[config.mk]
export PLATFORM = sky130hd
export DESIGN_NAME = checksum_check_flat
export DESIGN_NICKNAME = d
export VERILOG_FILES = /design/src/rtl/checksum_check_if.sv /design/src/rtl/checksum_check.sv /design/src/flat_wrapper.sv
export SDC_FILE = /design/constraint.sdc
export NUM_CORES = 1
export LEC_CHECK = 0
export ABC_AREA = 1
export BUFFER_PORTS_ARGS = -buffer_cell sky130_fd_sc_hd__buf_2
export CAP_MARGIN = 20
export CORE_ASPECT_RATIO = 1.5
export CORE_UTILIZATION = 42
export CTS_CLUSTER_DIAMETER = 80
export DETAILED_ROUTE_END_ITERATION = 12
export GPL_TIMING_DRIVEN = 1
export PLACE_DENSITY_LB_ADDON = 0.2
export SLEW_MARGIN = 40
export SYNTH_ARGS = -nofsm -noshare
export SYNTH_HDL_FRONTEND = slang
export SYNTH_SLANG_ARGS = --single-unit
[constraint.sdc]
create_clock -name clk -period 1.9 [get_ports clk]
set_clock_uncertainty 0.15 [all_clocks]
set_input_delay 0.38 -clock clk [delete_from_list [all_inputs] [get_ports clk]]
set_output_delay 0.38 -clock clk [all_outputs]
set_load 0.03 [all_outputs]
[src/rtl/checksum_check_if.sv]
// Header-word handshake and result bundle for checksum_check.
// master = header source, slave = checksum checker.
`timescale 1ns/1ps
interface checksum_check_if;
  logic        req;
  logic [4:0]  hdr_words;
  logic [15:0] word_in;
  logic        word_valid;
  logic        rdy;
  logic        gnt;
  logic        ok;
  logic        err_len;
  logic [15:0] new_checksum;

  modport master (
    output req, hdr_words, word_in, word_valid,
    input  rdy, gnt, ok, err_len, new_checksum
  );

  modport slave (
    input  req, hdr_words, word_in, word_valid,
    output rdy, gnt, ok, err_len, new_checksum
  );
endinterface

[src/rtl/checksum_check.sv]
// Internet-style one's complement header checksum verifier (IDLE/ACCUM/FOLD1/FOLD2/DONE).
// Define CHECKSUM_CHECK_LEN_EN to restrict hdr_words to the IPv4 range 10..30.
`timescale 1ns/1ps
module checksum_check (
  input  logic           clk,
  input  logic           reset,
  checksum_check_if.slave bus
);
  localparam logic [2:0] IDLE  = 3'd0;
  localparam logic [2:0] ACCUM = 3'd1;
  localparam logic [2:0] FOLD1 = 3'd2;
  localparam logic [2:0] FOLD2 = 3'd3;
  localparam logic [2:0] DONE  = 3'd4;

  logic [2:0]  state;
  logic [4:0]  len_q;
  logic [4:0]  count;
  logic [20:0] acc;
  logic [16:0] s17;
  logic [15:0] s16;
  logic        err_q;
  logic        gnt_q;
  logic        ok_q;
  logic        err_len_q;
  logic [15:0] csum_q;
  logic        legal;

`ifdef CHECKSUM_CHECK_LEN_EN
  assign legal = (bus.hdr_words >= 5'd10) && (bus.hdr_words <= 5'd30);
`else
  assign legal = (bus.hdr_words != 5'd0);
`endif

  // Results are registered in DONE so gnt lands three edges after the last word.
  always_ff @(posedge clk or negedge reset) begin
    if (!reset) begin
      state     <= IDLE;
      len_q     <= '0;
      count     <= '0;
      acc       <= '0;
      s17       <= '0;
      s16       <= '0;
      err_q     <= 1'b0;
      gnt_q     <= 1'b0;
      ok_q      <= 1'b0;
      err_len_q <= 1'b0;
      csum_q    <= '0;
    end else begin
      gnt_q <= 1'b0;
      case (state)
        IDLE: begin
          if (bus.req) begin
            if (legal) begin
              len_q <= bus.hdr_words;
              acc   <= '0;
              count <= '0;
              err_q <= 1'b0;
              state <= ACCUM;
            end else begin
              err_q <= 1'b1;
              state <= DONE;
            end
          end
        end
        ACCUM: begin
          if (bus.word_valid) begin
            acc   <= acc + {5'd0, bus.word_in};
            count <= count + 5'd1;
            if ((count + 5'd1) == len_q)
              state <= FOLD1;
          end
        end
        FOLD1: begin
          s17   <= {1'b0, acc[15:0]} + {12'd0, acc[20:16]};
          state <= FOLD2;
        end
        FOLD2: begin
          s16   <= s17[15:0] + {15'd0, s17[16]};
          state <= DONE;
        end
        DONE: begin
          gnt_q     <= 1'b1;
          err_len_q <= err_q;
          if (err_q) begin
            ok_q   <= 1'b0;
            csum_q <= 16'h0000;
          end else begin
            ok_q   <= (s16 == 16'hFFFF);
            csum_q <= ~s16;
          end
          state <= IDLE;
        end
        default: state <= IDLE;
      endcase
    end
  end

  assign bus.rdy          = (state == ACCUM);
  assign bus.gnt          = gnt_q;
  assign bus.ok           = ok_q;
  assign bus.err_len      = err_len_q;
  assign bus.new_checksum = csum_q;
endmodule

[src/flat_wrapper.sv]
// flat-port wrapper written by rule: the top's interface ports become plain ports
module checksum_check_flat 
  (clk, reset, bus_req, bus_hdr_words, bus_word_in, bus_word_valid, bus_rdy, bus_gnt, bus_ok, bus_err_len, bus_new_checksum);
  checksum_check_if bus_i ();
  input  logic clk;
  input  logic reset;
  input wire logic [$bits(bus_i.req)-1:0] bus_req;
  input wire logic [$bits(bus_i.hdr_words)-1:0] bus_hdr_words;
  input wire logic [$bits(bus_i.word_in)-1:0] bus_word_in;
  input wire logic [$bits(bus_i.word_valid)-1:0] bus_word_valid;
  output wire logic [$bits(bus_i.rdy)-1:0] bus_rdy;
  output wire logic [$bits(bus_i.gnt)-1:0] bus_gnt;
  output wire logic [$bits(bus_i.ok)-1:0] bus_ok;
  output wire logic [$bits(bus_i.err_len)-1:0] bus_err_len;
  output wire logic [$bits(bus_i.new_checksum)-1:0] bus_new_checksum;
  assign bus_i.req = bus_req;
  assign bus_i.hdr_words = bus_hdr_words;
  assign bus_i.word_in = bus_word_in;
  assign bus_i.word_valid = bus_word_valid;
  assign bus_rdy = bus_i.rdy;
  assign bus_gnt = bus_i.gnt;
  assign bus_ok = bus_i.ok;
  assign bus_err_len = bus_i.err_len;
  assign bus_new_checksum = bus_i.new_checksum;
  checksum_check u_core (.clk(clk), .reset(reset), .bus(bus_i));
endmodule
==> flow_metrics.py, run 1 <==
metrics = {
    "setup_path": {
        "reg2reg_slack_ns": -0.06,
        "path_max_fanout": 3,
        "worstSetupEndpointType": "flop",
        "crit_arrival_ns": 2.09,
        "start_kind": "flop",
        "crit_type": "flop to flop",
        "cp_data_required_time_ns": 2.03,
    },
    "synth": {
        "synthCells": 703,
        "avgSynthCellArea_um2": 7.39,
        "synth_cell_types": 33,
        "syn_area_mm2": 0.00519,
        "synthesis.nets": 754,
        "synth-seq-cells": 87,
        "yosysWarnings": 0,
        "synth.yosys.seq_area_share_pct": 41.9,
    },
    "floorplan": {
        "rows": 49,
        "die_w_um": 92.8,
        "die_area_mm2": 0.0128,
        "ios": 45,
        "start_util_pct": 43.2,
        "die_h_um": 138,
        "core_area_mm2": 0.0120,
    },
    "clocking": {
        "cts_max_level": 3,
        "clk_pin_slew_worst_paths_ns": 0.07,
        "clock-sinks": 87,
        "clockBufferDepth": 2,
        "clk_latency_ns": 0.34,
        "cts_buffers": 9,
        "root_buffer": "clkbuf_16",
        "cts_tree": "yes",
    },
    "timing": {
        "setup_viol": 8,
        "rsz0062_at_grt": "yes",
        "worst_pin_slew_ns": 0.420,
        "period_minus_slack_ns": 1.96,
        "slew_headroom_pct": 71.8,
        "fmax_mhz": 510,
        "post-route-period-util_pct": 103,
        "slew_violations": 0,
        "final.setup.tns_ns": -0.345,
        "setup_ws_ns": -0.0602,
        "hold_viol_final": 0,
    },
    "power_and_ir_drop": {
        "powerDensity_mw_per_mm2": 1570,
        "ir_drop_mv": 0.834,
        "total_power_w": 0.0115,
        "p_leak_nw": 3.56,
    },
    "drt": {
        "viasPerCell": 5.02,
        "drt_iter0_drc": 189,
        "vias": 5048,
        "drt-met1-wl_um": 5460,
        "drc": 0,
        "dr.pass1.iters": 4,
        "avgRoutedWirePerCell_um": 13.9,
        "dr.max_layer_used": "met4",
        "dr_wl_met3_um": 385,
        "antenna_left": 0,
        "drt_wl_total_um": 13900,
        "wl_met2_um": 7620,
    },
    "global_route": {
        "grt_pass1_vias": 4873,
        "overflow": 0,
        "antenna_found_initial": 0,
        "grt_first_pass_wirelength_um": 21900,
        "grt_max_degree": 45,
        "grt_usage_pct": 21.6,
    },
    "placement": {
        "dp_hpwl_um": 10400,
        "gp_congestion": 0.894,
        "portBuffers": 44,
        "post-place-cells": 965,
    },
    "finish": {
        "drive_above_1_share_pct": 34.4,
        "n_fill_cell": 1081,
        "fin_nets": 898,
        "fin_cells": 1005,
        "final_common_cell": "nand2_1",
        "area_delta_synth_final_pct": 40.1,
        "layout_common_cells": "nand2_1, buf_4, dfrtp_1",
        "diodes": 0,
    },
    "worst_hold_path": {
        "hold_path.class": "primary input to flop",
    },
    "run_status": {
        "violations": "negative setup slack",
        "outcome": "finished, violations left",
    },
    "flow_run": {
        "drv_cap": 0,
    },
}
## kinds of logic after synthesis
kind of cell / count (synthesis) / synth area share (%)
and+or+nand+nor: 381 / 31.1
AOI/OAI and AO/OA: 97 / 10.2
buffers and inverters: 91 / 6.67
DFF: 87 / 41.9
adders and majority gates: 26 / 6.55
xor gates and xnor gates: 21 / 3.54
## cell type report
class,instances,area [µm²],area share (%)
inverters,81,304,4.18
flip-flops and latches,87,2180,30.0
multi-input cells,525,3280,45.0
repair buffers,143,1020,14.1
clock inverters,7,71.3,0.980
well taps,153,191,2.63
clock buffers,9,225,3.10
## path summary, 6_finish.rpt
kind	startpoint	endpoint	cells after the start
setup reg to reg	u_core.acc[0]	u_core.acc[18]	13
hold / removal	bus_hdr_words[3]	u_core.len_q[3]	3
setup / recovery	u_core.acc[0]	u_core.acc[18]	13
max in group asynchronous	reset	u_core.acc[1]	3
hold reg to reg	u_core.bus.new_checksum[2]	u_core.bus.new_checksum[2]	2
min in group asynchronous	reset	u_core.s17[12]	2
## worst max-delay path, stage by stage (launching register included)
cell and delay (ns):
dfrtp_1 0.40, ha_2 0.21, inv_2 0.05, fa_2 0.35, inv_2 0.07, buf_4 0.11
nand3_2 0.07, nand3_2 0.10, nand2_2 0.05, nand2_2 0.07, nand2_2 0.06, nand2_1 0.07
nand2_1 0.05, nor2_1 0.08
## per-stage QoR
stage	util [%]	hold WS [ns]	cell area [µm²]	setup slack, ns
floorplan	-	-0.0656	5210	0.0227
global placement	51.4	0.134	6170	-0.161
detailed placement	51.4	0.131	6170	-0.211
CTS	56.3	0.0978	6770	-0.100
global route	60.5	0.0962	7270	-0.171
finish	60.5	0.107	7270	-0.0602
## repair_timing
| action | 4_1_cts | 5_1_grt |
|---|---|---|
| hold buffers | 1 | 0 |
| pin swaps | 25 | 37 |
| setup endpoints to repair | 28 | 47 |
| setup buffers | 12 | 11 |
| hold endpoints to repair | 19 | 0 |
| resized for setup | 49 | 103 |
## registers in the layout (all words and copies together), names as in the netlist
register,flops
u_core.len_q,5
u_core.bus.ok,1
u_core.acc,21
u_core.bus.err_len,1
u_core.count,5
u_core.s16,16
u_core.err_q,1
u_core.s17,17
u_core.state,3
u_core.bus.gnt,1
u_core.bus.new_checksum,16
## cells in the mapped netlist (all sizes together)
library cell | number | area share (%)
nand3 | 45 | 4.6
a31oi | 4 | 0.48
and2 | 3 | 0.36
o41ai | 1 | 0.17
buf | 4 | 0.39
nor3 | 13 | 1.9
nor2 | 66 | 4.9
xnor2 | 10 | 1.7
or2 | 2 | 0.24
o22ai | 10 | 1.2
nor3b | 3 | 0.43
dfrtp | 87 | 42
xor2 | 11 | 1.9
fa | 2 | 0.77
nand4 | 14 | 1.7
a21oi | 20 | 2.1
inv | 81 | 5.9
o21a | 2 | 0.29
a22o | 2 | 0.34
nand2 | 235 | 17
o31ai | 1 | 0.14
clkbuf | 6 | 0.43
o21ai | 56 | 5.4
ha | 24 | 5.8
a21boi | 1 | 0.14
## where the power goes
part           leakage (nW)  internal, W  total, W  switching [W]
Clock                 0.150      0.00102   0.00176       0.000739
Sequential             1.12      0.00261   0.00332       0.000712
Combinational          2.29      0.00285   0.00637        0.00352
## layer usage
metal / global-route usage (%) / up-vias
li1: - / 2570
met3: 3.52 / 37
met2: 40.6 / 109
met4: 10.4 / 0
met5: 0 / -
met1: 22.7 / 2332
Power figures use the tool's default switching activity.
==> inputs of run 2 (changes only) <==
==> constraint.sdc (replaced) <==
create_clock -name clk -period 1.7 [get_ports clk]
set_clock_uncertainty 0.15 [all_clocks]
set_input_delay 0.34 -clock clk [delete_from_list [all_inputs] [get_ports clk]]
set_output_delay 0.34 -clock clk [all_outputs]
set_load 0.03 [all_outputs]
==> run 2 against run 1 <==
  * The run still ends with negative setup slack left
  * Global-route usage increased by 1.3 points
  * Setup slack got worse by 0.25 ns
  * Worst hold slack got worse by 0.037 ns
  * Combinational power grew 41%
  * Core utilization up 7.1 points
  * Routed wire length is 8.5% higher
  * First-iteration DRC count down 9.0%
  * Largest power group unchanged
==> flow_metrics.py, run 2 (synthesis results as in run 1) <==
metrics = {
    "finish": {
        "fin_nets": 932,
        "diodes": 0,
        "multi_input_area_mm2": 0.00376,
        "fin_util_pct": 67.6,
        "n_fill_cell": 955,
        "layout_common_cells": "nand2_1, buf_4, dfrtp_1",
        "largest_register_ffs": 21,
        "final_common_cell": "nand2_1",
        "drive_above_1_share_pct": 45.6,
        "seq_area_mm2": 0.00219,
        "area_delta_synth_final_pct": 56.5,
        "fin_cells": 1039,
        "largest_register": "u_core.acc",
        "reg_top3": "u_core.acc (21), u_core.s17 (17)",
    },
    "drt": {
        "drc": 0,
        "dr.pass1.iters": 4,
        "drt_iter0_drc": 172,
        "antenna_left": 0,
        "avgRoutedWirePerCell_um": 14.5,
        "viasPerCell": 5.00,
        "drt_wl_total_um": 15100,
        "vias": 5200,
    },
    "floorplan": {
        "start_util_pct": 43.2,
        "core_area_mm2": 0.0120,
        "die_area_mm2": 0.0128,
        "die_w_um": 92.8,
        "rows": 49,
        "die_h_um": 138,
        "ios": 45,
    },
    "worst_hold_path": {
        "holdPathStages": 3,
        "whs_endpoint": "u_core.len_q[3]",
        "min_from": "bus_hdr_words[3]",
        "hold_path.class": "primary input to flop",
    },
    "power_and_ir_drop": {
        "power_frac_seq_pct": 25.2,
        "ir_drop_mv": 1.12,
        "clkPwrFrac_pct": 13.8,
        "p_int_w": 0.00843,
        "p_leak_nw": 3.90,
        "powerDensity_mw_per_mm2": 1820,
        "power_switching_share_pct": 42.9,
        "p_switching_w": 0.00632,
        "combinationalPowerShare_pct": 61.0,
    },
    "setup_path": {
        "cp_data_required_time_ns": 1.78,
        "path_common_cell": "nand3_2",
        "rr_startpoint": "u_core.acc[0]",
        "path_buf_inv": 2,
        "crit_cells": 13,
        "worstSetupEndpointType": "flop",
        "reg2reg_slack_ns": -0.31,
        "slowest_delay_ns": 0.44,
        "cpMaxStageDelayCell": "dfrtp_2",
        "r2r-end": "u_core.acc[16]",
        "start_kind": "flop",
        "path_delay_family": "simple AND/OR/NAND/NOR gates",
        "crit_path_cell_trace": "ha_4 -> inv_2 -> fa_2 -> inv_2 -> nand3_2 -> nand3_2 -> nand2_1 -> nand2_2 -> nand2_2 -> nand2_4 -> nand3_2 -> nand2_1 -> nor2_1",
        "path_max_fanout": 4,
        "crit_arrival_ns": 2.10,
        "rr_worst_depth": 13,
        "crit_type": "flop to flop",
    },
    "clocking": {
        "cts_max_level": 3,
        "clock-sinks": 87,
        "cts_tree": "yes",
        "root_buffer": "clkbuf_16",
        "clockBufferDepth": 2,
        "clk_latency_ns": 0.35,
        "cts_buffers": 9,
        "clk_pin_slew_worst_paths_ns": 0.06,
    },
    "timing": {
        "rsz0062_at_grt": "yes",
        "slew_headroom_pct": 67.2,
        "final.setup.tns_ns": -5.01,
        "setup_viol": 36,
        "holdWs_ns": 0.0696,
        "hold_viol_final": 0,
        "setup_ws_ns": -0.312,
        "slew_violations": 0,
        "period_minus_slack_ns": 2.01,
        "worst_pin_slew_ns": 0.493,
        "post-route-period-util_pct": 118,
        "fmax_mhz": 497,
    },
    "placement": {
        "gp_congestion": 0.927,
        "post-place-cells": 995,
        "dp_hpwl_um": 10700,
        "portBuffers": 44,
    },
    "global_route": {
        "met1_usage_pct": 23.4,
        "grt.met2_usage_pct": 43.9,
        "grt_max_degree": 88,
        "overflow": 0,
        "grtUsageMet3_pct": 3.85,
        "antenna_found_initial": 0,
        "grt_first_pass_wirelength_um": 23000,
        "grt_usage_pct": 22.9,
        "grt_pass1_vias": 5108,
        "grt_busiest_layer": "met2",
    },
    "run_status": {
        "outcome": "finished, violations left",
        "violations": "negative setup slack",
    },
    "flow_run": {
        "drv_cap": 0,
    },
}
[run 2: what timing repair did]
item                       in CTS  in global routing
hold buffers                    1                  0
buffers inserted                8                 24
setup endpoints to repair      50                 76
gates resized for setup        79                199
cloned                          0                  1
hold endpoints to repair       87                  0
pin swaps                      31                 78
[run 2: power groups by stage]
stage                     sequential, W  combinational [W]  clock (W)
after floorplan                 0.00383            0.00358          0
after global routing            0.00382            0.00980    0.00213
final                           0.00372            0.00900    0.00203
after global placement          0.00354            0.00644          0
after CTS                       0.00364            0.00723    0.00206
after detailed placement        0.00358            0.00655          0
[run 2: worst register-to-register path: stages (launching register included)]
cell,delay (ns)
dfrtp_2,0.44
ha_4,0.18
inv_2,0.05
fa_2,0.35
inv_2,0.08
nand3_2,0.06
nand3_2,0.10
nand2_1,0.07
nand2_2,0.09
nand2_2,0.07
nand2_4,0.09
nand3_2,0.06
nand2_1,0.08
nor2_1,0.04
[run 2: stage by stage]
step	total power (W)	area, µm²	setup WS, ns
final	0.0148	8130	-0.312
after global placement	0.00998	6460	-0.326
after global routing	0.0157	8130	-0.412
after floorplan	0.00741	5290	-0.129
after CTS	0.0129	7240	-0.273
after detailed placement	0.0101	6460	-0.378
[run 2: routing by layer]
metal  vias to the layer above  share of wire, %
met5                         -                 0
met4                         0               3.4
met3                        33               1.8
met2                        77                57
met1                      2453                38
li1                       2637                 -
[run 2: worst max path at each step]
stage                     slack [ns]      startpoint              to
after global routing           -0.41   u_core.acc[0]  u_core.acc[16]
after CTS                      -0.27   u_core.acc[0]  u_core.acc[20]
after global placement         -0.33  u_core.s17[16]  u_core.s16[15]
after floorplan                -0.13   u_core.acc[0]  u_core.acc[20]
after detailed placement       -0.38  u_core.s17[16]  u_core.s16[15]
final                          -0.31   u_core.acc[0]  u_core.acc[16]
[run 2: cell type report]
cell class | instances | area share (%)
clock buffers | 15 | 3.79
clock inverters | 1 | 0.0924
inverters | 81 | 3.96
multi-input cells | 525 | 46.2
flip-flops and latches | 87 | 26.9
well taps | 153 | 2.36
repair buffers | 176 | 16.5
repair inverters | 1 | 0.139
==> inputs of run 3 (changes only) <==
--- a/config.mk
+++ b/config.mk
@@ -5,7 +5,6 @@
 export SDC_FILE = /design/constraint.sdc
 export NUM_CORES = 1
 export LEC_CHECK = 0
-export ABC_AREA = 1
 export BUFFER_PORTS_ARGS = -buffer_cell sky130_fd_sc_hd__buf_2
 export CAP_MARGIN = 20
 export CORE_ASPECT_RATIO = 1.5
==> run 3 against run 2 <==
  * The flow still finishes with violations (negative setup slack)
  * Sequential power decreased by 3%
  * Combinational power down 15%
  * Critical path depth decreased by 5
  * Clock-buffer cell count shrank 4
  * Sequential cell count unchanged
  * Routed wire length is 0.43% lower
==> flow_metrics.py, run 3 <==
metrics = {
    "run_status": {
        "outcome": "finished, violations left",
        "violations": "negative setup slack",
    },
    "global_route": {
        "antenna_found_initial": 0,
        "grt_max_degree": 40,
        "overflow": 0,
        "grt_pass1_vias": 4660,
        "grt_first_pass_wirelength_um": 21400,
        "grt_usage_pct": 22.3,
    },
    "power_and_ir_drop": {
        "p_int_w": 0.00789,
        "power_frac_seq_pct": 27.2,
        "p_leak_nw": 3.55,
        "combinationalPowerShare_pct": 57.5,
        "total_power_w": 0.0132,
        "ir_drop_mv": 0.827,
        "p_switching_w": 0.00536,
        "power_switching_share_pct": 40.4,
        "clkPwrFrac_pct": 15.3,
        "powerDensity_mw_per_mm2": 1660,
    },
    "synth": {
        "yosys-top-cells-count": "nand2_1, dfrtp_1, o21ai_0",
        "yosys-top-cells-area": "dfrtp_1, nand2_1, ha_1",
        "yosysMostFrequentCell": "nand2_1",
        "synth_ff_type": "dfrtp_1",
        "yosysWarnings": 0,
        "syn_area_mm2": 0.00495,
        "synthesis.nets": 584,
        "synth-edff-count": 0,
        "synth_top_cell_area_share_pct": 44.0,
        "avgSynthCellArea_um2": 9.29,
        "synthCells": 533,
        "synth_cell_types": 54,
        "synth-seq-cells": 87,
        "synth.yosys.seq_area_share_pct": 44.0,
        "yosysTopAreaCell": "dfrtp_1",
        "async_flop_share_pct": 100,
    },
    "worst_hold_path": {
        "whs_endpoint": "u_core.len_q[0]",
        "holdPathStages": 2,
        "hold_path.class": "primary input to flop",
        "min_from": "bus_hdr_words[0]",
    },
    "finish": {
        "largest_register": "u_core.acc",
        "fin_cells": 875,
        "fin_area_mm2": 0.00798,
        "largest_register_ffs": 21,
        "final_common_cell": "buf_4",
        "fin_nets": 771,
        "layout_common_cells": "buf_4, dfrtp_1, nand2_1",
        "drive_above_1_share_pct": 49.8,
        "reg_top3": "u_core.acc (21), u_core.s17 (17)",
        "n_fill_cell": 850,
        "diodes": 0,
        "fin_util_pct": 69.5,
        "area_delta_synth_final_pct": 61.0,
    },
    "clocking": {
        "root_buffer": "clkbuf_16",
        "cts_tree": "yes",
        "clockBufferDepth": 2,
        "cts_max_level": 3,
        "clk_pin_slew_worst_paths_ns": 0.06,
        "clock-sinks": 87,
        "cts_buffers": 9,
        "clk_latency_ns": 0.35,
    },
    "timing": {
        "worst_pin_slew_ns": 0.568,
        "final.setup.tns_ns": -17.52,
        "fmax_mhz": 421,
        "period_minus_slack_ns": 2.37,
        "setup_ws_ns": -0.673,
        "post-route-period-util_pct": 140,
        "hold_viol_final": 0,
        "setup_viol": 70,
        "slew_violations": 0,
        "slew_headroom_pct": 61.8,
        "rsz0062_at_grt": "yes",
    },
    "drt": {
        "drt_wl_total_um": 15100,
        "avgRoutedWirePerCell_um": 17.2,
        "dr.pass1.iters": 4,
        "antenna_left": 0,
        "vias": 4709,
        "drc": 0,
        "viasPerCell": 5.38,
        "drt_iter0_drc": 161,
    },
    "floorplan": {
        "die_w_um": 90.7,
        "rows": 48,
        "die_area_mm2": 0.0122,
        "die_h_um": 135,
        "ios": 45,
        "core_area_mm2": 0.0115,
        "start_util_pct": 43.2,
    },
    "setup_path": {
        "r2r-end": "u_core.acc[20]",
        "crit_arrival_ns": 2.50,
        "rr_startpoint": "u_core.acc[7]",
        "path_max_fanout": 6,
        "crit_type": "flop to flop",
        "reg2reg_slack_ns": -0.67,
        "cp_data_required_time_ns": 1.82,
        "worstSetupEndpointType": "flop",
        "start_kind": "flop",
        "rr_worst_depth": 8,
    },
    "placement": {
        "gp_congestion": 0.884,
        "placed_cell_area_mm2": 0.00643,
        "portBuffers": 44,
        "post-place-cells": 820,
        "dp_hpwl_um": 9730,
    },
    "flow_run": {
        "drv_cap": 0,
    },
}
run 3: cell count changes in the layout (fill, tap and decap cells not counted), sizes merged, moves of 12 or more:
| cell | change |
|---|---|
| o31ai | +26 |
| xnor2 | +20 |
| buf | +15 |
| nor2 | -42 |
| inv | -66 |
| nand2 | -142 |
| nand3 | -23 |
| o21ai | -16 |
| a21oi | +12 |
run 3: cells by family after synthesis:
kind of cell | after synthesis | synth area share (%)
buffers and inverters | 36 | 2.80
adder cells (fa/ha/maj) | 26 | 6.87
XOR/XNOR | 42 | 7.43
multiplexers | 12 | 2.65
flip-flops | 87 | 44.0
AND/OR/NAND/NOR | 194 | 18.5
AO/OA/AOI/OAI | 136 | 17.8
run 3: worst max path at each step:
stage,startpoint,end,slack [ns],cells past startpoint
after floorplan,u_core.acc[0],u_core.acc[18],-0.57,9
after global placement,bus_word_in[0],u_core.acc[18],-0.67,10
after detailed placement,bus_word_in[0],u_core.acc[18],-0.74,10
after CTS,u_core.acc[0],u_core.acc[20],-0.65,9
after global routing,u_core.acc[0],u_core.acc[20],-0.75,9
final,u_core.acc[7],u_core.acc[20],-0.67,8
run 3: metal layers:
layer  up-vias  routed length (µm)  GRT usage, %
met5         -                   0             0
met3        38                 335          2.59
met4         0                 562          11.6
met2        94                8850          43.4
li1       2295                   -             -
met1      2282                5300          23.1
run 3: critical path, cell delays in order, from the launching register on:
cell	delay [ns]
dfrtp_1	0.41
ha_4	0.28
buf_4	0.12
nand2_2	0.08
nor2_1	0.17
and2_1	0.26
a2111oi_4	0.13
or4_1	0.54
a21oi_1	0.16
run 3: timing repair:
| item | 4_1_cts | 5_1_grt |
|---|---|---|
| endpoints found under the hold margin | 21 | 0 |
| buffers inserted | 15 | 18 |
| cloned | 0 | 10 |
| hold buffers | 1 | 0 |
| pin swaps | 29 | 37 |
| endpoints found under the setup margin | 44 | 81 |
| gates resized for setup | 81 | 135 |
run 3: layout make-up:
class / count / area (µm²) / share of cell area (%)
clock buffers: 11 / 243 / 3.04
repair buffers: 196 / 1670 / 20.9
multi-input cells: 410 / 3580 / 44.9
inverters: 16 / 60.1 / 0.753
well taps: 150 / 188 / 2.35
flip-flops and latches: 87 / 2180 / 27.3
clock inverters: 5 / 57.6 / 0.722
run 3: power groups by stage:
stage               sequential [W]  combinational [W]  clock, W
finish                     0.00361            0.00761   0.00203
global route               0.00370            0.00820   0.00214
CTS                        0.00346            0.00665   0.00205
detailed placement         0.00346            0.00583         0
global placement           0.00342            0.00572         0
floorplan                  0.00381            0.00328         0
run 3: stage by stage:
step | setup slack (ns) | hold WS [ns]
after global placement | -0.670 | 0.125
after floorplan | -0.565 | -0.106
after detailed placement | -0.738 | 0.129
after global routing | -0.753 | 0.104
after CTS | -0.647 | 0.0946
final | -0.673 | 0.105
